**config.mk**
```make
export PLATFORM = sky130hd
export DESIGN_NAME = serial_echo_responder
export DESIGN_NICKNAME = d
export VERILOG_FILES = /design/src/rtl/serial_echo_responder_pkg.sv /design/src/rtl/serial_echo_responder_bit_timer.sv /design/src/rtl/serial_echo_responder.sv
export SDC_FILE = /design/constraint.sdc
export NUM_CORES = 1
export LEC_CHECK = 0
export ABC_AREA = 0
export BUFFER_PORTS_ARGS = -buffer_cell sky130_fd_sc_hd__buf_2
export CAP_MARGIN = 5
export CORE_UTILIZATION = 55
export CTS_BUF_LIST = sky130_fd_sc_hd__clkbuf_8
export DETAILED_ROUTE_END_ITERATION = 6
export PLACE_DENSITY = 0.74
export SYNTH_ARGS = -nofsm -noshare
export SYNTH_HDL_FRONTEND = slang
export SYNTH_SLANG_ARGS = --single-unit
```
**constraint.sdc**
```tcl
create_clock -name clk -period 5.5 [get_ports clk]
set_input_delay 0 -clock clk [delete_from_list [all_inputs] [get_ports clk]]
set_output_delay 0 -clock clk [all_outputs]
set_load 0.02 [all_outputs]
```
**src/rtl/serial_echo_responder_pkg.sv**
```systemverilog
// Shared definitions for the serial echo responder.
//   state_e    : receive / turnaround / transmit phases of the responder FSM
//   IDLE_LEVEL : line level of an idle x/z wire (also the stop-bit level)
package serial_echo_responder_pkg;

  typedef enum logic [3:0] {
    IDLE,
    RX_START,
    RX_DATA,
    RX_STOP,
    WAIT_HI,
    TURN,
    TX_START,
    TX_DATA,
    TX_STOP
  } state_e;

  localparam logic IDLE_LEVEL = 1'b1;

endpackage

```
**src/rtl/serial_echo_responder_bit_timer.sv**
```systemverilog
// Loadable down-counter shared by every timed phase of the responder.
//   clk, rst_n : clock, asynchronous active-low reset
//   load       : load load_val into the counter this cycle
//   load_val   : period minus one; expire is seen load_val+1 edges after load
//   expire     : high while the count sits at zero
module bit_timer #(
  parameter int unsigned CNT_W = 5
) (
  input  logic             clk,
  input  logic             rst_n,
  input  logic             load,
  input  logic [CNT_W-1:0] load_val,
  output logic             expire
);

  logic [CNT_W-1:0] cnt_q;
  logic [CNT_W-1:0] cnt_d;

  // Count saturates at zero; the FSM reloads on every expire it consumes.
  always_comb begin
    cnt_d = cnt_q;
    if (load) begin
      cnt_d = load_val;
    end else if (cnt_q != '0) begin
      cnt_d = cnt_q - 1'b1;
    end
  end

  always_ff @(posedge clk or negedge rst_n) begin
    if (!rst_n) begin
      cnt_q <= '0;
    end else begin
      cnt_q <= cnt_d;
    end
  end

  assign expire = (cnt_q == '0);

endmodule

```
**src/rtl/serial_echo_responder.sv**
```systemverilog
// Responder end of the single-wire x/z test link. Receives a framed word on x
// (start 0, DATA_W bits LSB first, stop 1, BIT_CYC clocks per bit), reports it
// on rx_data/rx_valid, then echoes it on z after a TURN_CYC-clock gap.
//   clk, rst_n : clock, asynchronous active-low reset
//   x          : serial input, idles high, asynchronous to clk
//   z          : serial echo output, idles high
//   busy       : high whenever the responder is not idle
//   rx_data    : last word received with a good stop bit
//   rx_valid   : one-cycle pulse when rx_data updates
//   frm_err    : one-cycle pulse when the stop bit is sampled low
module serial_echo_responder
  import serial_echo_responder_pkg::*;
#(
  parameter int unsigned DATA_W   = 8,
  parameter int unsigned BIT_CYC  = 16,
  parameter int unsigned TURN_CYC = 4
) (
  input  logic              clk,
  input  logic              rst_n,
  input  logic              x,
  output logic              z,
  output logic              busy,
  output logic [DATA_W-1:0] rx_data,
  output logic              rx_valid,
  output logic              frm_err
);

  // Timer is sized for the longer of a bit period and the turnaround phase.
  localparam int unsigned TMR_W = (TURN_CYC >= BIT_CYC) ? $clog2(TURN_CYC + 1) + 1
                                                        : $clog2(BIT_CYC) + 1;
  localparam int unsigned IDX_W = (DATA_W > 1) ? $clog2(DATA_W) : 1;

  localparam logic [TMR_W-1:0] HALF_LD  = TMR_W'(BIT_CYC / 2 - 1);
  localparam logic [TMR_W-1:0] BIT_LD   = TMR_W'(BIT_CYC - 1);
  // TURN lasts TURN_CYC+1 cycles: the rx_valid cycle plus TURN_CYC idle clocks.
  localparam logic [TMR_W-1:0] TURN_LD  = TMR_W'(TURN_CYC);
  localparam logic [IDX_W-1:0] LAST_IDX = IDX_W'(DATA_W - 1);

  logic              sync1_q;
  logic              xs_q;
  state_e            state_q,    state_d;
  logic [IDX_W-1:0]  bit_idx_q,  bit_idx_d;
  logic [DATA_W-1:0] shreg_q,    shreg_d;
  logic [DATA_W-1:0] rx_data_q,  rx_data_d;
  logic              rx_valid_q, rx_valid_d;
  logic              frm_err_q,  frm_err_d;
  logic              z_q,        z_d;
  logic              busy_q,     busy_d;
  logic              tmr_load;
  logic [TMR_W-1:0]  tmr_val;
  logic              tmr_expire;

  always_ff @(posedge clk or negedge rst_n) begin
    if (!rst_n) begin
      sync1_q <= IDLE_LEVEL;
      xs_q    <= IDLE_LEVEL;
    end else begin
      sync1_q <= x;
      xs_q    <= sync1_q;
    end
  end

  bit_timer #(
    .CNT_W (TMR_W)
  ) u_bit_timer (
    .clk      (clk),
    .rst_n    (rst_n),
    .load     (tmr_load),
    .load_val (tmr_val),
    .expire   (tmr_expire)
  );

  always_comb begin
    state_d    = state_q;
    bit_idx_d  = bit_idx_q;
    shreg_d    = shreg_q;
    rx_data_d  = rx_data_q;
    rx_valid_d = 1'b0;
    frm_err_d  = 1'b0;
    tmr_load   = 1'b0;
    tmr_val    = BIT_LD;

    unique case (state_q)
      IDLE: begin
        if (xs_q != IDLE_LEVEL) begin
          state_d  = RX_START;
          tmr_load = 1'b1;
          tmr_val  = HALF_LD;
        end
      end
      RX_START: begin
        if (tmr_expire) begin
          if (xs_q == IDLE_LEVEL) begin
            state_d = IDLE;
          end else begin
            state_d   = RX_DATA;
            tmr_load  = 1'b1;
            bit_idx_d = '0;
          end
        end
      end
      RX_DATA: begin
        if (tmr_expire) begin
          // LSB arrives first, so shift in from the top.
          shreg_d             = shreg_q >> 1;
          shreg_d[DATA_W-1]   = xs_q;
          tmr_load            = 1'b1;
          bit_idx_d           = bit_idx_q + 1'b1;
          if (bit_idx_q == LAST_IDX) begin
            state_d = RX_STOP;
          end
        end
      end
      RX_STOP: begin
        if (tmr_expire) begin
          if (xs_q == IDLE_LEVEL) begin
            rx_data_d  = shreg_q;
            rx_valid_d = 1'b1;
            state_d    = TURN;
            tmr_load   = 1'b1;
            tmr_val    = TURN_LD;
          end else begin
            frm_err_d = 1'b1;
            state_d   = WAIT_HI;
          end
        end
      end
      WAIT_HI: begin
        if (xs_q == IDLE_LEVEL) begin
          state_d = IDLE;
        end
      end
      TURN: begin
        if (tmr_expire) begin
          state_d  = TX_START;
          tmr_load = 1'b1;
        end
      end
      TX_START: begin
        if (tmr_expire) begin
          state_d   = TX_DATA;
          tmr_load  = 1'b1;
          bit_idx_d = '0;
        end
      end
      TX_DATA: begin
        if (tmr_expire) begin
          tmr_load  = 1'b1;
          bit_idx_d = bit_idx_q + 1'b1;
          if (bit_idx_q == LAST_IDX) begin
            state_d = TX_STOP;
          end
        end
      end
      TX_STOP: begin
        if (tmr_expire) begin
          state_d = IDLE;
        end
      end
      default: begin
        state_d = IDLE;
      end
    endcase

    // Outputs are decoded from the next state so the registered z and busy
    // change on the same edge as the state itself.
    z_d = IDLE_LEVEL;
    if (state_d == TX_START) begin
      z_d = ~IDLE_LEVEL;
    end else if (state_d == TX_DATA) begin
      z_d = rx_data_q[bit_idx_d];
    end
    busy_d = (state_d != IDLE);
  end

  always_ff @(posedge clk or negedge rst_n) begin
    if (!rst_n) begin
      state_q    <= IDLE;
      bit_idx_q  <= '0;
      shreg_q    <= '0;
      rx_data_q  <= '0;
      rx_valid_q <= 1'b0;
      frm_err_q  <= 1'b0;
      z_q        <= IDLE_LEVEL;
      busy_q     <= 1'b0;
    end else begin
      state_q    <= state_d;
      bit_idx_q  <= bit_idx_d;
      shreg_q    <= shreg_d;
      rx_data_q  <= rx_data_d;
      rx_valid_q <= rx_valid_d;
      frm_err_q  <= frm_err_d;
      z_q        <= z_d;
      busy_q     <= busy_d;
    end
  end

  assign z        = z_q;
  assign busy     = busy_q;
  assign rx_data  = rx_data_q;
  assign rx_valid = rx_valid_q;
  assign frm_err  = frm_err_q;

endmodule

```
==> qor.csv <==
metric,value,unit
wire per inst,15.8,µm
initial antenna violation count,0,
FMAX,0.365,GHz
ys flop type,dfrtp_1,
post-route cell area,1890,µm²
clock slew at reported path FFs,0.07,ns
DR DRC count,0,
CTS resizes,0,
Gate Count Post-Synth,143,
Crit Path Category,reg2reg,
die width,57.4,µm
setup violators final,0,
fin crit share,0.498,
Post-Layout Cell Count,194,
first-pass GRT wire length,5230,µm
FF-to-FF path depth,12,
CP endpoint kind,flop,
Clock Skew,0.00721,ns
XOR/XNOR Fraction of Synth Area,0.0156,
H-tree depth,2,
number of enable flip-flop cells after synthesis,0,
worst rel slew slack,0.516,
Num CTS Buffers,5,
status,"complete, no violations",
Static Leak,0.919,nW
Post-Synth Simple-Gate Area,0.139,
Synth Area in Compound Gates,0.131,
reg-to-reg startpoint,u_bit_timer.cnt_q[0]$_DFFE_PN0P_,
vias in the first global route,1160,
synthesized net count,151,
Final Routed Wirelength,3060,µm
Synth Area per Inst,11.8,µm²
"FF+latch count, synth",34,
PortBufs,14,
root buffer cell,clkbuf_8,
Layout area overhead,12.2,%
gr usage total,0.216,
top sig layer,met4,
Initial Util,0.596,
share of layout cells above drive strength 1,0.307,
"Slew Viols, Final",0,
clk_lat worst skew,0.29,ns
setup TNS,0,ns
via count,1150,
Syn. warnings,0,
DP Area,1780,µm²
clk buf depth,2,
row cnt,19,
DRT met1 WL,1350,µm
Placed Instances,184,
power per cell area,435,nW/µm²
mux contribution to synthesized area,0.137,
Core Region,2830,µm²
total die area,3290,µm²
clock sinks,34,
share of flip-flops with an asynchronous set or reset,1.00,
Met3 Routed Length,128,µm
gpl congestion,0.883,
HPWL after detailed placement,2200,µm
io pins,15,
sequential cell area fraction in the yosys report,0.507,
# Max-Cap Violations,0,
reg-to-reg critical path endpoint,z$_DFF_PN1_,
GR Overflow Total,0,
Final Hold Viols,0,
die height,57.4,µm
worst path required time,5.71,ns
flop2flop setup slack,2.76,ns
largest family of logic cells by synthesized area,simple AND/OR/NAND/NOR gates,
fin crit period,2.74,ns
RSZ-0062 raised after global routing,false,
Met2 Wirelength,1520,µm
CP max FO,9,
crit path DAT,2.95,ns
critical path launch point type,flop,
Slew @ Worst Pin,0.727,ns
Worst VDD drop,0.000240,V
Yosys cell types,42,
area of the mapped netlist,1690,µm²
hold slack,0.306,ns
DR iter-0 viols,40,
largest net degree at the start of global routing,35,
CTS tree,yes,
post-route ant nets,0,
fin nets,170,
via density per instance,5.93,
ant diodes,0,
Detailed Routing Iterations Pass 1,6,
adder-cell share of the synthesized area,0.0371,
HP Class,in2async,
-- worst max-delay path by stage --
stage / from / end / cells past startpoint
after global routing: u_bit_timer.cnt_q[0]$_DFFE_PN0P_ / z$_DFF_PN1_ / 12
after detailed placement: u_bit_timer.cnt_q[0]$_DFFE_PN0P_ / z$_DFF_PN1_ / 12
after floorplan: u_bit_timer.cnt_q[0]$_DFFE_PN0P_ / z$_DFF_PN1_ / 12
after CTS: u_bit_timer.cnt_q[0]$_DFFE_PN0P_ / z$_DFF_PN1_ / 12
after global placement: u_bit_timer.cnt_q[0]$_DFFE_PN0P_ / z$_DFF_PN1_ / 12
final: u_bit_timer.cnt_q[0]$_DFFE_PN0P_ / z$_DFF_PN1_ / 12
-- worst max-delay path, cell delays in order (launching register included) --
cell	delay [ns]
dfrtp_1	0.38
inv_1	0.12
ha_1	0.18
nor4b_4	0.42
inv_4	0.15
ha_1	0.33
nand2b_1	0.05
o21ai_0	0.07
o22ai_1	0.14
a32oi_4	0.29
mux2i_1	0.22
a31oi_1	0.10
a31o_1	0.22
-- sequential cells by signal (all words and copies together) (netlist names) --
signal             count
rx_data                8
sync1_q                1
frm_err                1
busy                   1
shreg_q                8
rx_valid               1
xs_q                   1
z                      1
state_q                4
u_bit_timer.cnt_q      5
bit_idx_q              3
-- cell type report --
cell class                 count  area (µm²)
fill                         216         936
sequential                    34         855
multi-input combinational     95         774
timing repair buffer          16        90.1
clock buffer                   6        82.6
inverter                      10        40.0
tap                           31        38.8
clock inverter                 2        12.5
-- where the power goes --
part / switching, mW / internal (mW)
sequential: 0.0613 / 0.301
clock: 0.0873 / 0.100
combinational: 0.154 / 0.120
-- through the flow --
stage               setup slack [ns]  total power [mW]   util
global placement                2.94             0.637  0.628
detailed placement              2.78             0.640  0.628
finish                          2.76             0.824  0.669
global route                    2.54             0.884  0.669
CTS                             2.76             0.830  0.669
floorplan                       3.05             0.581      -
-- placed cells by master (no fill, tap or decap), drive strengths merged, types with 3 or more instances in the layout --
cell and count:
a21oi 5, a31oi 3, buf 14, clkbuf 6, dfrtp 31, dfstp 3, ha 5, inv 10
mux2 17, mux2i 4, nand2 8, nand3 5, nor2 8, nor3 3, o21ai 8
-- layer usage --
layer,vias to the layer above,global-route usage
met3,7,0.0567
met4,0,0.101
met1,555,0.275
met5,-,0
met2,26,0.346
li1,562,-
-- cell families after synthesis --
group,after synthesis
AO/OA/AOI/OAI,30
adder cells (fa/ha/maj),5
buffers and inverters,14
flip-flops,34
XOR/XNOR,3
multiplexers,21
AND/OR/NAND/NOR,36
-- cells in the mapped netlist (all sizes together), types with 3 or more instances --
| cell type | count | area, µm² |
|---|---|---|
| dfstp | 3 | 78.8 |
| ha | 5 | 62.6 |
| a31oi | 3 | 18.8 |
| mux2i | 4 | 40.0 |
| nor2 | 8 | 46.3 |
| mux2 | 17 | 191 |
| nand2 | 8 | 30.0 |
| dfrtp | 31 | 776 |
| inv | 10 | 40.0 |
| o21ai | 8 | 40.0 |
| nand3 | 5 | 25.0 |
| nor3 | 3 | 26.3 |
| a21oi | 5 | 25.0 |
-- what timing repair did --
item / 4_1_cts / 5_1_grt
endpoints found under the hold margin: 32 / 0
buffers inserted: 0 / 0
hold buffers: 2 / 0
Note: power is estimated with default switching activity, not from simulation.
